**config.mk**
```make
export PLATFORM = sky130hd
export DESIGN_NAME = game_digit_entry
export DESIGN_NICKNAME = d
export VERILOG_FILES = /design/src/rtl/game_digit_entry.sv
export SDC_FILE = /design/constraint.sdc
export NUM_CORES = 1
export LEC_CHECK = 0
export CAP_MARGIN = 5
export CORE_MARGIN = 1.5
export CORE_UTILIZATION = 53
export DETAILED_ROUTE_END_ITERATION = 16
export GPL_TIMING_DRIVEN = 0
export PLACE_DENSITY = 0.78
export SETUP_SLACK_MARGIN = 0.3
export SYNTH_ARGS = -nofsm -noshare
export SYNTH_HDL_FRONTEND = slang
export SYNTH_SLANG_ARGS = --single-unit
```
**constraint.sdc**
```tcl
create_clock -name clk -period 2.6 [get_ports clk]
set_input_delay 0.39 -clock clk [delete_from_list [all_inputs] [get_ports clk]]
set_output_delay 0.39 -clock clk [all_outputs]
set_load 0.02 [all_outputs]
```
**src/rtl/game_digit_entry.sv**
```systemverilog
// Player digit entry: synchronizes/debounces a push-button and emits one load strobe per press.
// Define ENTRY_TIMEOUT_EN to restart a partly entered round after TIMEOUT_CYCLES idle cycles.
module game_digit_entry #(
   parameter int DEBOUNCE_CYCLES = 4,
   parameter int NUM_DIGITS      = 4,
   parameter int TIMEOUT_CYCLES  = 1000
) (
   input  logic       clk,
   input  logic       rst,
   input  logic       btn_raw,
   input  logic [3:0] sw_in,
   input  logic       game_enable,
   output logic       load_out,
   output logic       clear_out,
   output logic [3:0] digit_out,
   output logic [3:0] digit_idx,
   output logic       entry_done,
   output logic       busy
);
   localparam int CNT_MAX = (DEBOUNCE_CYCLES > TIMEOUT_CYCLES) ? DEBOUNCE_CYCLES : TIMEOUT_CYCLES;
   localparam int CW      = $clog2(CNT_MAX + 1);
   localparam logic [CW-1:0] DEB_N    = CW'(DEBOUNCE_CYCLES);
   localparam logic [CW-1:0] CNT_SAT  = {CW{1'b1}};
   localparam logic [3:0]    LAST_IDX = 4'(NUM_DIGITS - 1);
`ifdef ENTRY_TIMEOUT_EN
   localparam logic [CW-1:0] TO_N     = CW'(TIMEOUT_CYCLES);
`endif

   typedef enum logic [2:0] {IDLE, WAIT_PRESS, CAPTURE, WAIT_RELEASE, DONE} state_t;

   state_t        state_reg, state_next;
   logic [1:0]    sync_reg;
   logic          en_reg;
   logic [CW-1:0] cnt_reg, cnt_next;
   logic          load_reg, load_next;
   logic          clear_reg, clear_next;
   logic          done_reg, done_next;
   logic [3:0]    digit_reg, digit_next;
   logic [3:0]    idx_reg, idx_next;
   logic          btn_s;
`ifdef ENTRY_TIMEOUT_EN
   logic [CW-1:0] idle_reg, idle_next;
`endif

   assign btn_s = sync_reg[1];

   function automatic logic [CW-1:0] sat_inc(input logic [CW-1:0] v);
      return (v == CNT_SAT) ? v : v + 1'b1;
   endfunction

   always_ff @(posedge clk or negedge rst) begin
      if (!rst) begin
         sync_reg  <= '0;
         en_reg    <= 1'b0;
         state_reg <= IDLE;
         cnt_reg   <= '0;
         load_reg  <= 1'b0;
         clear_reg <= 1'b0;
         done_reg  <= 1'b0;
         digit_reg <= '0;
         idx_reg   <= '0;
`ifdef ENTRY_TIMEOUT_EN
         idle_reg  <= '0;
`endif
      end else begin
         sync_reg  <= {sync_reg[0], btn_raw};
         en_reg    <= game_enable;
         state_reg <= state_next;
         cnt_reg   <= cnt_next;
         load_reg  <= load_next;
         clear_reg <= clear_next;
         done_reg  <= done_next;
         digit_reg <= digit_next;
         idx_reg   <= idx_next;
`ifdef ENTRY_TIMEOUT_EN
         idle_reg  <= idle_next;
`endif
      end
   end

   always_comb begin
      state_next = state_reg;
      cnt_next   = '0;
      load_next  = 1'b0;
      clear_next = 1'b0;
      done_next  = 1'b0;
      digit_next = digit_reg;
      idx_next   = idx_reg;
`ifdef ENTRY_TIMEOUT_EN
      idle_next  = '0;
`endif
      // Dropping game_enable aborts the round and wins over a press qualifying this cycle.
      if (state_reg != IDLE && !game_enable) begin
         state_next = IDLE;
         clear_next = 1'b1;
         idx_next   = '0;
      end else begin
         case (state_reg)
            IDLE: begin
               if (game_enable && !en_reg) begin
                  clear_next = 1'b1;
                  idx_next   = '0;
                  state_next = WAIT_PRESS;
               end
            end
            WAIT_PRESS: begin
               if (cnt_reg == DEB_N) begin
                  state_next = CAPTURE;
                  load_next  = 1'b1;
                  digit_next = sw_in;
                  if (idx_reg == LAST_IDX) begin
                     done_next = 1'b1;
                     idx_next  = '0;
                  end else begin
                     idx_next = idx_reg + 4'd1;
                  end
               end else if (btn_s) begin
                  cnt_next = sat_inc(cnt_reg);
`ifdef ENTRY_TIMEOUT_EN
               end else if (idx_reg != '0) begin
                  if (idle_reg == TO_N) begin
                     clear_next = 1'b1;
                     idx_next   = '0;
                  end else begin
                     idle_next = sat_inc(idle_reg);
                  end
`endif
               end
            end
            CAPTURE: state_next = WAIT_RELEASE;
            WAIT_RELEASE: begin
               // digit_idx is back at 0 after a capture only when the last digit was taken.
               if (cnt_reg == DEB_N) begin
                  state_next = (idx_reg == '0) ? DONE : WAIT_PRESS;
               end else if (!btn_s) begin
                  cnt_next = sat_inc(cnt_reg);
               end
            end
            DONE: state_next = DONE;
            default: state_next = IDLE;
         endcase
      end
   end

   assign load_out   = load_reg;
   assign clear_out  = clear_reg;
   assign entry_done = done_reg;
   assign digit_out  = digit_reg;
   assign digit_idx  = idx_reg;
   assign busy       = (state_reg == WAIT_PRESS && cnt_reg != '0) ||
                       (state_reg == CAPTURE) || (state_reg == WAIT_RELEASE);

endmodule

```
==> results of run 1 <==
where the power goes:
part	switching, uW	internal [uW]	total (uW)	leakage (uW)
Combinational	28.5	28.9	57.4	0.000367
Sequential	4.59	425	430	0.000365
Clock	124	57.9	182	0.0000177
cell type report:
cell class	instances	area (um^2)	area share (%)
well taps	30	37.54	2.163
inverters	12	45.04	2.596
multi-input cells	83	675.6	38.93
clock inverters	1	5.005	0.2884
plain buffers	4	40.04	2.307
clock buffers	3	22.52	1.298
flip-flops and latches	27	676.9	39.01
repair buffers	24	232.7	13.41
worst paths after layout:
path	to	cells after the start	slack, ns
max	busy	6	0.31
min	sync_reg[1]	0	0.37
max reg2reg	cnt_reg[7]	8	0.43
min reg2reg	sync_reg[1]	0	0.37
max in group asynchronous	cnt_reg[4]	2	1.65
min in group asynchronous	clear_out	1	0.43
metrics by stage:
step / worst slack, ns / util [%] / hold slack [ns] / std cells / cell area, um^2
finish: 0.3084 / 70.05 / 0.3716 / 184 / 1735
global route: 0.2420 / 70.05 / 0.3870 / 184 / 1735
CTS: 0.3089 / 68.28 / 0.3746 / 181 / 1692
detailed placement: 0.1470 / 65.66 / 0.3425 / 175 / 1627
global placement: 0.1782 / 65.66 / 0.3344 / 175 / 1627
floorplan: 0.6704 / - / 0.09441 / 126 / 1399
metal layers:
| layer | vias to the layer above | track usage [%] |
|---|---|---|
| met5 | - | 0 |
| met4 | 0 | 4.167 |
| met3 | 2 | 6.011 |
| met2 | 13 | 32.73 |
| met1 | 523 | 27.21 |
| li1 | 519 | - |
cells in the mapped netlist:
cell type,number
dfrtp_1,27
inv_1,12
nor2_1,9
mux2_2,5
a211oi_1,4
a21oi_1,4
and3_1,4
ha_1,4
o31ai_1,4
xnor2_1,4
a22o_1,3
a31oi_1,3
nand2_1,3
nand3_1,3
nand4_1,3
nor3_1,3
o21a_1,3
and4_1,2
buf_6,2
nand2b_1,2
xor2_1,2
a211o_1,1
a311oi_1,1
a41o_1,1
and3_2,1
and3b_2,1
clkbuf_4,1
clkdlybuf4s18_1,1
mux2i_1,1
nand3_2,1
nand3b_1,1
nor4_1,1
nor4_2,1
nor4_4,1
nor4b_2,1
o21ai_0,1
o311ai_0,1
o311ai_2,1
or3_2,1
or4_1,1
or4b_1,1
logic make-up after synthesis:
kind of cell	synth area share [%]
adders and majority gates	3.578
DFF	48.30
muxes	4.740
xor gates and xnor gates	3.757
AOI/OAI and AO/OA	14.67
buffers and inverters	6.082
and+or+nand+nor	18.87
worst max-delay path, stage by stage, from the launching register on:
cell and delay (ns):
dfrtp_1 0.41, inv_1 0.10, ha_4 0.14, or4b_4 0.48, o31ai_4 0.20, a21oi_2 0.08
buf_4 0.17
repair_timing:
action                                  in CTS  in global routing
resized for setup                           11                  3
pin swaps                                    2                  0
buffers inserted                             2                  2
endpoints found under the setup margin       1                  1
==> results.yml, run 1 <==
timing:
  worst_pin_slew_ns: 0.6514
  rsz0062_at_grt: "true"
  maxSlewViolCount: 0
  relSlewSlack_pct: 56.44
  setup_violations: 0
  hold_viol: 0
  finalSetupTns_ns: 0
  max_freq_ghz: 0.4364
  fin_skew_ns: 0.006910
  min_period_over_period_pct: 88.14
  min_period_ns: 2.292
routing:
  ant_nets: 0
  wl_met2_um: 1323
  first_pass_iters: 4
  wl_per_cell_um: 14.54
  drtIter0Drc: 19
  wl_met1_um: 1239
  top_layer: "met4"
  met3_length_um: 94
  totalWireLength_um: 2676
  drc: 0
  vias_per_cell: 5.745
  vias: 1057
clocking:
  cts_max_path_buffers: 2
  cts_htree_levels: 1
  insertion_delay_ns: 0.33
  hold_buffers: 0
  cts_tree: "built"
  cts_buffers: 3
  cts_root_buf: "clkbuf_4"
  clk_pin_slew_ns: 0.13
  clock_sinks: 27
logic_synthesis:
  synth_top_area_cell: "dfrtp_1"
  ys_warn_count: 0
  synth_area_leaders: "dfrtp_1 48%, mux2_2 4.0%, ha_1 3.6%"
  synthCells: 126
  syn_area_um2: 1399
  yosysTopAreaCellShare_pct: 48.30
  syn_nets: 138
  ys_seq_elements: 27
  synth-seq-area-share_pct: 48.30
  ys_types: 41
  avgSynthCellArea_um2: 11.10
floorplanning:
  io_pins: 20
  die_h_um: 54.38
  die_area_um2: 2957
  start_util_pct: 56.46
  core-area_um2: 2477
  die_w_um: 54.38
  placementRows: 18
global_route:
  grt.total_usage_pct: 20.31
  gr-total-overflow: 0
  first_global_vias: 993
  grt_max_degree: 28
  antenna_found_initial: 0
  grt_first_pass_wirelength_um: 4353
power_and_ir_drop:
  p_per_area_nw_per_um2: 385.4
  power.total_uw: 668.8
  power.leakage_uw: 0.0007506
  ir_drop_mv: 0.4055
worst_setup_path:
  critical_path_arrival_ns: 1.90
  required_ns: 2.21
  startpoint_type: "register"
  cp_max_fo: 2
  critPathLaunch: "cnt_reg[1]"
  reg2reg_from: "cnt_reg[1]"
  endpoint_kind: "output port"
  crit_type: "reg -> out"
hold_path:
  min_from: "sync_reg[0]"
  holdCritPathClass: "reg -> reg"
finish:
  final_cell_mix: "26 x dfrtp_1, 18 x clkdlybuf4s50_1, 11 x inv_1"
  final_common_cell: "dfrtp_1"
  diodes: 0
  drive_gt1_share_pct: 21.43
  syn2layout_area_growth_pct: 24.06
  finalNetCount: 167
  largest_reg_flops: 10
  fillers: 201
status:
  status: "finished clean"
flow_run:
  max-cap-violations: 0
placed_design:
  dp_hpwl_um: 1843
  gp_congestion: 0.7297
  io_buffers: 19
Power figures use the tool's default switching activity.
==> run 2, diff against run 1 <==
Settings changed: CORE_MARGIN 1.5 to unset, MAX_ROUTING_LAYER set to met4, SKIP_CTS_REPAIR_TIMING set to 1.
==> results.yml, run 2 (synthesis results as in run 1) <==
placed_design:
  io_buffers: 19
  pre_cts_slack_ns: 0.1663
  dpl_cell_area_um2: 1627
  dp_hpwl_um: 1805
  gp_congestion: 0.7416
timing:
  relSlewSlack_pct: 60.43
  min_period_ns: 2.313
  holdWs_ns: 0.3826
  max_freq_ghz: 0.4323
  setup_violations: 0
  finalSetupTns_ns: 0
  fin_skew_ns: 0.007000
  min_period_over_period_pct: 88.96
  rsz0062_at_grt: "true"
  maxSlewViolCount: 0
  setup_slack_ns: 0.2870
  worst_pin_slew_ns: 0.5916
  hold_viol: 0
worst_setup_path:
  cp_max_fo: 4
  reg2reg_depth: 8
  cp_num_buf_inv: 2
  crit_type: "reg -> out"
  critical_path_arrival_ns: 1.92
  slowest_delay_ns: 0.49
  reg2reg_to: "cnt_reg[7]"
  regToRegSetupSlack_ns: 0.40
  required_ns: 2.21
  cp_cell_sequence: "inv_2 > ha_2 > or4b_4 > o31ai_4 > a21oi_2 > buf_6"
  reg2reg_from: "cnt_reg[0]"
  endpoint_kind: "output port"
  startpoint_type: "register"
  slowest_stage: "or4b_4"
  cpLargestDelayFamily: "simple AND/OR/NAND/NOR gates"
clocking:
  cts_max_path_buffers: 2
  cts_htree_levels: 1
  insertion_delay_ns: 0.32
  cts_buffers: 3
  cts_root_buf: "clkbuf_4"
  cts_tree: "built"
  clk_pin_slew_ns: 0.15
  clock_sinks: 27
finish:
  final_cell_mix: "27 x dfrtp_1, 18 x clkdlybuf4s50_1, 11 x inv_1"
  diodes: 0
  largest_reg_flops: 10
  fin_util_pct: 69.60
  final_area_um2: 1724
  drive_gt1_share_pct: 19.08
  finalNetCount: 165
  syn2layout_area_growth_pct: 23.26
  final_common_cell: "dfrtp_1"
power_and_ir_drop:
  ir_drop_mv: 0.3669
  p_per_area_nw_per_um2: 391.1
  p_int_uw: 514.1
  p_sw_share_pct: 23.77
  switchingPower_uw: 160.3
  p_seq_share_pct: 63.9
  pwr-share-comb_pct: 8.5
  power.leakage_uw: 0.0007431
  clock_power_share_pct: 27.6
floorplanning:
  placementRows: 18
  io_pins: 20
  die_h_um: 53.38
  die_w_um: 53.38
  die_area_um2: 2849
  core-area_um2: 2477
  start_util_pct: 56.46
routing:
  drtIter0Drc: 20
  totalWireLength_um: 2692
  first_pass_iters: 4
  drc: 0
  vias: 1069
  vias_per_cell: 5.874
  ant_nets: 0
  wl_per_cell_um: 14.79
hold_path:
  holdCritPathClass: "reg -> reg"
  min_from: "sync_reg[0]"
  holdPathStages: 0
  min_to: "sync_reg[1]"
global_route:
  antenna_found_initial: 0
  grt.total_usage_pct: 21.61
  gr-total-overflow: 0
  grt_max_degree: 28
  first_global_vias: 976
  grt_first_pass_wirelength_um: 4319
flow_run:
  max-cap-violations: 0
status:
  status: "finished clean"
run 2: area by class of cell:
| class | instances | area, um^2 |
|---|---|---|
| Buffer | 4 | 40.04 |
| Tap cell | 30 | 37.54 |
| Multi-Input combinational cell | 83 | 661.9 |
| Inverter | 12 | 45.04 |
| Fill cell | 187 | 753.2 |
| Clock buffer | 3 | 22.52 |
| Clock inverter | 1 | 7.507 |
| Sequential cell | 27 | 675.6 |
| Timing Repair Buffer | 22 | 234.0 |
run 2: metrics by stage:
stage / power [uW] / std cells
3_3_place_gp: 485.8 / 175
4_1_cts: 670.8 / 179
2_1_floorplan: 459.2 / 126
6_report: 674.4 / 182
3_5_place_dp: 487.3 / 175
5_1_grt: 704.6 / 182
run 2: power groups by stage:
stage          sequential (uW)  combinational [uW]  clock [uW]
5_1_grt                    432                64.5         209
4_1_cts                    430                49.6         191
3_5_place_dp               438                49.5           0
2_1_floorplan              438                20.8           0
6_report                   431                57.5         186
3_3_place_gp               437                48.4           0
run 2: per-layer routing:
layer | wire (um) | global-route usage, %
met2 | 1370 | 33.54
met3 | 70 | 3.448
met1 | 1235 | 28.91
met4 | 15 | 6.579
met5 | 0 | -
run 2: how the worst max path moves through the flow:
stage | cells past startpoint | startpoint | slack [ns] | end
5_1_grt | 6 | cnt_reg[1] | 0.22 | busy
2_1_floorplan | 7 | cnt_reg[0] | 0.67 | cnt_reg[7]
6_report | 6 | cnt_reg[0] | 0.29 | busy
3_5_place_dp | 6 | cnt_reg[0] | 0.17 | busy
3_3_place_gp | 6 | cnt_reg[0] | 0.18 | busy
4_1_cts | 6 | cnt_reg[0] | -0.22 | busy
